[config.mk]
export PLATFORM = sky130hd
export DESIGN_NAME = ram_arbiter
export DESIGN_NICKNAME = d
export VERILOG_FILES = /design/src/rtl/ram_arbiter.sv
export SDC_FILE = /design/constraint.sdc
export NUM_CORES = 1
export LEC_CHECK = 0
export CAP_MARGIN = 10
export CELL_PAD_IN_SITES_DETAIL_PLACEMENT = 0
export CELL_PAD_IN_SITES_GLOBAL_PLACEMENT = 1
export CORE_AREA = 2 2 76 70
export DETAILED_ROUTE_END_ITERATION = 6
export DIE_AREA = 0 0 78 72
export GPL_TIMING_DRIVEN = 0
export PLACE_DENSITY = 0.79
export SETUP_SLACK_MARGIN = 0.1
export SLEW_MARGIN = 20
export SYNTH_ARGS = -nofsm -noshare
export SYNTH_HDL_FRONTEND = slang
export SYNTH_SLANG_ARGS = --single-unit
[constraint.sdc]
create_clock -name clk -period 2.2 [get_ports clk]
set_clock_uncertainty 0.1 [all_clocks]
set_input_delay 0.44 -clock clk [delete_from_list [all_inputs] [get_ports clk]]
set_output_delay 0.44 -clock clk [all_outputs]
set_load 0.005 [all_outputs]
[src/rtl/ram_arbiter.sv]
`default_nettype none
// ============================================================================
//  Module   : ram_arbiter
//  Purpose  : Two-port arbiter for a single-port RAM with registered read data.
//             RAM_ARB_RR_EN selects round-robin tie-break (default: port 0 wins).
//  Revision : 1.0
// ============================================================================
module ram_arbiter #(
   parameter int AW = 4,
   parameter int DW = 8
) (
   input  logic          clk,
   input  logic          rst,
   input  logic          req0,
   input  logic          we0,
   input  logic [AW-1:0] addr0,
   input  logic [DW-1:0] wdata0,
   output logic          ack0,
   output logic [DW-1:0] rdata0,
   input  logic          req1,
   input  logic          we1,
   input  logic [AW-1:0] addr1,
   input  logic [DW-1:0] wdata1,
   output logic          ack1,
   output logic [DW-1:0] rdata1,
   output logic          ram_we,
   output logic [AW-1:0] ram_addr,
   output logic [DW-1:0] ram_din,
   input  logic [DW-1:0] ram_dout,
   output logic          busy
);

   typedef enum logic [1:0] {
      IDLE      = 2'd0,
      ACCESS    = 2'd1,
      READ_WAIT = 2'd2,
      ACK       = 2'd3
   } state_t;

   state_t          state_q, state_d;
   logic            owner_q, owner_d;
   logic            we_q, we_d;
   logic [AW-1:0]   addr_q, addr_d;
   logic [DW-1:0]   wdata_q, wdata_d;
   logic [DW-1:0]   rdata0_q, rdata0_d;
   logic [DW-1:0]   rdata1_q, rdata1_d;
   logic            grant1;

`ifdef RAM_ARB_RR_EN
   logic            last_q, last_d;

   // On a tie, the port that did not win the previous grant goes first.
   assign grant1 = req1 && (!req0 || !last_q);
`else
   assign grant1 = req1 && !req0;
`endif

   always_comb begin
      state_d  = state_q;
      owner_d  = owner_q;
      we_d     = we_q;
      addr_d   = addr_q;
      wdata_d  = wdata_q;
      rdata0_d = rdata0_q;
      rdata1_d = rdata1_q;
`ifdef RAM_ARB_RR_EN
      last_d   = last_q;
`endif
      case (state_q)
         IDLE: begin
            if (req0 || req1) begin
               owner_d = grant1;
               we_d    = grant1 ? we1    : we0;
               addr_d  = grant1 ? addr1  : addr0;
               wdata_d = grant1 ? wdata1 : wdata0;
               state_d = ACCESS;
`ifdef RAM_ARB_RR_EN
               last_d  = grant1;
`endif
            end
         end
         ACCESS: begin
            state_d = we_q ? ACK : READ_WAIT;
         end
         READ_WAIT: begin
            if (owner_q) begin
               rdata1_d = ram_dout;
            end else begin
               rdata0_d = ram_dout;
            end
            state_d = ACK;
         end
         ACK: begin
            state_d = IDLE;
         end
         default: begin
            state_d = IDLE;
         end
      endcase
   end

   always_ff @(posedge clk) begin
      if (rst) begin
         state_q  <= IDLE;
         owner_q  <= 1'b0;
         we_q     <= 1'b0;
         addr_q   <= '0;
         wdata_q  <= '0;
         rdata0_q <= '0;
         rdata1_q <= '0;
`ifdef RAM_ARB_RR_EN
         last_q   <= 1'b1;
`endif
      end else begin
         state_q  <= state_d;
         owner_q  <= owner_d;
         we_q     <= we_d;
         addr_q   <= addr_d;
         wdata_q  <= wdata_d;
         rdata0_q <= rdata0_d;
         rdata1_q <= rdata1_d;
`ifdef RAM_ARB_RR_EN
         last_q   <= last_d;
`endif
      end
   end

   // Reset gates the write strobe combinationally so an aborted ACCESS never commits.
   assign ram_we   = (state_q == ACCESS) && we_q && !rst;
   assign ram_addr = addr_q;
   assign ram_din  = wdata_q;
   assign ack0     = (state_q == ACK) && !owner_q;
   assign ack1     = (state_q == ACK) &&  owner_q;
   assign rdata0   = rdata0_q;
   assign rdata1   = rdata1_q;
   assign busy     = (state_q != IDLE);

endmodule
`default_nettype wire

# After elaboration in Yosys (flattened, before gate mapping)
# Index checks and enable logic that the tools add are counted.
# classes
reduce_logical	14
magnitude_cmp	0
shift	0
n_eq_ne	4
bitwise_logic	1
multipliers	0
div_mod_pow	0
addsub	0
n_mux	6
# op_table
operator	n
$mux 8	1
$pmux 2 s4	1
$reduce_and 2->1	3
$logic_and 1x1->1	5
$eq 2x2->1 const B	2
$mux 4	1
$logic_not 1->1	3
$eq 2x1->1 const B	1
$logic_not 2->1	1
$mux 1	2
$mux 2	1
$ne 2x2->1 const B	1
$reduce_bool 2->1	1
$logic_or 1x1->1	1
$not 1->1	1
# totals
out_inout_bits	32
latchBits	0
mem_count	0
reg_bits	32
elab_cells	32
romBits	0
input_bits	38
ramBits	0

# Logic depth before layout (Yosys ltp)
# depth
depth_word	3
ltp_mapped	7
mapped_depth_nobuf	5

# Least setup slack after synthesis
# OpenSTA, ideal clock, no wires.
# synth_timing
path_kind	register to register
from	register state_q[0]
to	register addr_q[2] (netlist: ram_addr[2])
setup_time_ps	91
n_path_buf	2
arrival_time_ps	1229
t_required_ps	2009
setup_slack_ps	780
stages_incl_launch_ff	7
synth_period_minus_slack_ps	1420
cell_sequence	dfxtp_1 -> inv_1 -> ha_1 -> o21a_1 -> buf_6 -> buf_2 -> a311oi_1
# synth_via
elab_chain_cells	2
# synth_rtl
element	line	source
start: declaration	40	state_t state_q, state_d;
start signal: assignment	115	state_q <= state_d;
$logic_not 2->1	69	case (state_q)
$reduce_and 2->1 (no source line)	-	
end signal: assignment	118	addr_q <= addr_d;
end: declaration	43	logic [AW-1:0] addr_q, addr_d;
# Every way passes these cells.
# A chain may end at the register's enable or synchronous reset.

# Final worst setup path
# layout_timing
from	register state_q[0]
to	output busy
# layout_via
elab_chain_cells	1
# layout_rtl
element	line	source
$reduce_bool 2->1	136	assign busy = (state_q != IDLE);
end: declaration	30	output logic busy
# Every way passes these cells.

==> results.py <==
metrics = {
    "synthesis": {
        "synth_area_leaders": "dfxtp_1, nand2_1, a311oi_1",
        "synthDistinctLibCells": 23,
        "async_flop_share_pct": 0,
        "yosysWarnings": 0,
        "synth.cell_area_um2": 1360,
        "ys_seq_elements": 32,
        "synthFlopType": "dfxtp_1",
        "yosysMostFrequentCell": "nand2_1",
        "ys_top_cells_by_count": "nand2_1, dfxtp_1, a21oi_1, nor2_1, a311oi_1",
        "synth.largest_area_cell": "dfxtp_1",
        "synth_top_area_share_pct": 47.1,
        "ys_seq_area_share_pct": 47.1,
        "synth_cells": 169,
        "syn_avg_cell_area_um2": 8.04,
        "synth_nets": 211,
        "synth_edf_count": 0,
    },
    "job": {
        "max-cap-violations": 0,
    },
    "timing": {
        "min_period_ns": 2.02,
        "finalSetupTns_ns": 0,
        "final-max-slew-violation-count": 0,
        "fin_crit_sh_pct": 92.0,
        "hold_viol": 0,
        "worst_pin_slew_ns": 0.490,
        "finalSetupViolations": 0,
        "fmax_mhz": 494,
        "rsz0062_at_grt": "no",
        "relSlewSlack_pct": 67.4,
    },
    "routing": {
        "drt_iter0_drc": 32,
        "antenna_left": 0,
        "drt-total-wl_mm": 3.82,
        "wl_per_cell_um": 12.3,
        "route.detailed.drc": 0,
        "firstDrtPassIters": 4,
        "routed_via_density": 4.44,
        "vias": 1377,
    },
    "setup_path": {
        "path_depth": 4,
        "crit_buf_inv": 3,
        "reg2reg_depth": 6,
        "crit_type": "flip-flop to output pin",
        "worst_path_max_delay_cell": "clkdlybuf4s50_1",
        "max_stage_delay_ns": 0.49,
        "worstPathMaxFanout": 6,
        "worstPathCellList": "inv_1 -> ha_2 -> inv_1 -> clkdlybuf4s50_1",
        "cp-start-kind": "flip-flop",
        "cp_common_cell": "inv_1",
        "path_delay_family": "buffers and inverters",
        "worstPathRequired_ns": 1.66,
        "critPathArrivalTime_ns": 1.48,
        "cp-end-kind": "output pin",
    },
    "global_route": {
        "grt_pass1_vias": 1331,
        "grt_max_degree": 11,
        "overflow": 0,
        "grt_pass1_wl_mm": 6.32,
        "track_usage_pct": 14.4,
        "antenna_found_initial": 0,
    },
    "clock_network": {
        "clock_tree.buffer_depth": 2,
        "cts_tree": "done",
        "ctsResizeCount": 3,
        "root_buffer": "clkbuf_8",
        "clock_latency_ns": 0.28,
        "cts_setup_buffers": 0,
        "htreeDepth": 2,
        "cts_hold_buf": 0,
        "numCtsBuffers": 5,
        "clkSinkCount": 32,
        "path_clk_slew_ns": 0.07,
    },
    "final_layout": {
        "drive_gt1_share_pct": 6.94,
        "n_fill_cell": 498,
        "multi_input_comb_area_um2": 632,
        "fin_cells": 310,
        "nNetsFinal": 286,
        "ff_latch_area_um2": 644,
        "areaGrowthSynthToFinish_pct": 63.6,
        "num_antenna_cells": 0,
    },
    "placement": {
        "place.gp.congestion": 0.757,
        "place_hpwl_mm": 2.82,
        "dp_cells": 302,
        "io_buffers": 68,
    },
    "floorplanning": {
        "fp.dieH_um": 72,
        "die_area_um2": 5620,
        "num_rows": 24,
        "ioPinCount": 70,
        "core_area_um2": 4800,
        "start_util_pct": 28.3,
        "die_x_um": 78,
    },
    "power_and_ir_drop": {
        "peakVddDrop_uv": 516,
        "p_leak_nw": 0.842,
        "power_density_nw_per_um2": 1000,
    },
    "status": {
        "outcome": "finished, final reports clean",
    },
    "hold_path": {
        "hold_class": "flip-flop to flip-flop",
        "min_path_cells": 2,
    },
}
==> worst register-to-register path, stage by stage (launching register included) <==
cell and delay [ns]:
dfxtp_2 0.33, inv_1 0.11, ha_2 0.24, o21a_1 0.15, buf_6 0.13, buf_2 0.25
a311oi_1 0.13
==> report_power, final <==
part / total, mW / internal [mW] / switching, mW
Clock: 0.462 / 0.255 / 0.207
Sequential: 0.817 / 0.736 / 0.0814
Combinational: 0.949 / 0.522 / 0.427
Total: 2.23 / 1.51 / 0.715
==> final cells by class <==
type | instances | share of cell area [%]
plain buffers | 13 | 3.66
clock buffers | 8 | 4.05
inverters | 3 | 0.506
multi-input cells | 121 | 28.4
flip-flops and latches | 32 | 29.0
well taps | 65 | 3.66
repair buffers | 68 | 30.7
==> sequential cells by signal, indices dropped and copies added (netlist names) <==
register	cells
owner_q	1
ram_addr	4
ram_din	8
rdata0	8
rdata1	8
state_q	2
we_q	1
==> kinds of logic after synthesis <==
kind of cell | Yosys count | share of synthesized area [%]
and+or+nand+nor | 83 | 25.5
buffers and inverters | 16 | 6.54
adders and majority gates | 4 | 3.68
muxes | 1 | 0.737
AOI/OAI and AO/OA | 33 | 16.4
DFF | 32 | 47.1
==> through the flow <==
stage	power, mW	worst slack, ns	hold WS (ns)	util, %	instance area, um^2
floorplan	1.31	0.780	0.353	-	1360
global placement	1.77	0.214	0.345	44.1	2120
detailed placement	1.77	0.218	0.352	44.1	2120
CTS	2.25	0.102	0.361	46.1	2220
global route	2.40	0.134	0.379	46.3	2220
finish	2.23	0.175	0.356	46.3	2220
==> final timing paths <==
path	start	slack [ns]	end
max	state_q[0]$_SDFFE_PP0P_	0.18	busy
min	rdata0[6]$_SDFFE_PP0P_	0.36	rdata0[6]$_SDFFE_PP0P_
max reg2reg	state_q[0]$_SDFFE_PP0P_	0.64	ram_din[1]$_SDFFE_PP0P_
min reg2reg	rdata0[6]$_SDFFE_PP0P_	0.36	rdata0[6]$_SDFFE_PP0P_
==> cell usage in the layout, fill, tap and decap left out <==
master	synthesis	final
dfxtp_2	0	3
inv_1	3	3
a311oi_1	13	13
and2_1	1	1
nand2b_1	2	2
clkbuf_1	7	8
a2bb2oi_1	1	1
dlymetal6s2s_1	0	1
a21oi_1	17	17
buf_6	1	1
nor2_1	16	16
ha_2	0	1
and3b_1	1	1
buf_8	1	1
mux2i_1	1	1
clkbuf_8	0	6
buf_4	2	3
clkdlybuf4s50_1	0	67
o21a_1	1	1
nor2b_1	2	2
nand2_1	51	51
nand3_1	8	8
nor3b_1	1	1
ha_1	4	3
and2b_1	1	1
a211oi_1	1	1
dfxtp_1	32	29
buf_2	2	2
==> layer usage <==
layer | share of wire [%] | routed length, um | global-route usage, %
met5 | 0 | 0 | 0
met1 | 47 | 1790 | 18.8
met3 | 5.8 | 220 | 3.86
met4 | 2.8 | 107 | 7.21
met2 | 44 | 1700 | 21.9
Power figures use the tool's default switching activity.
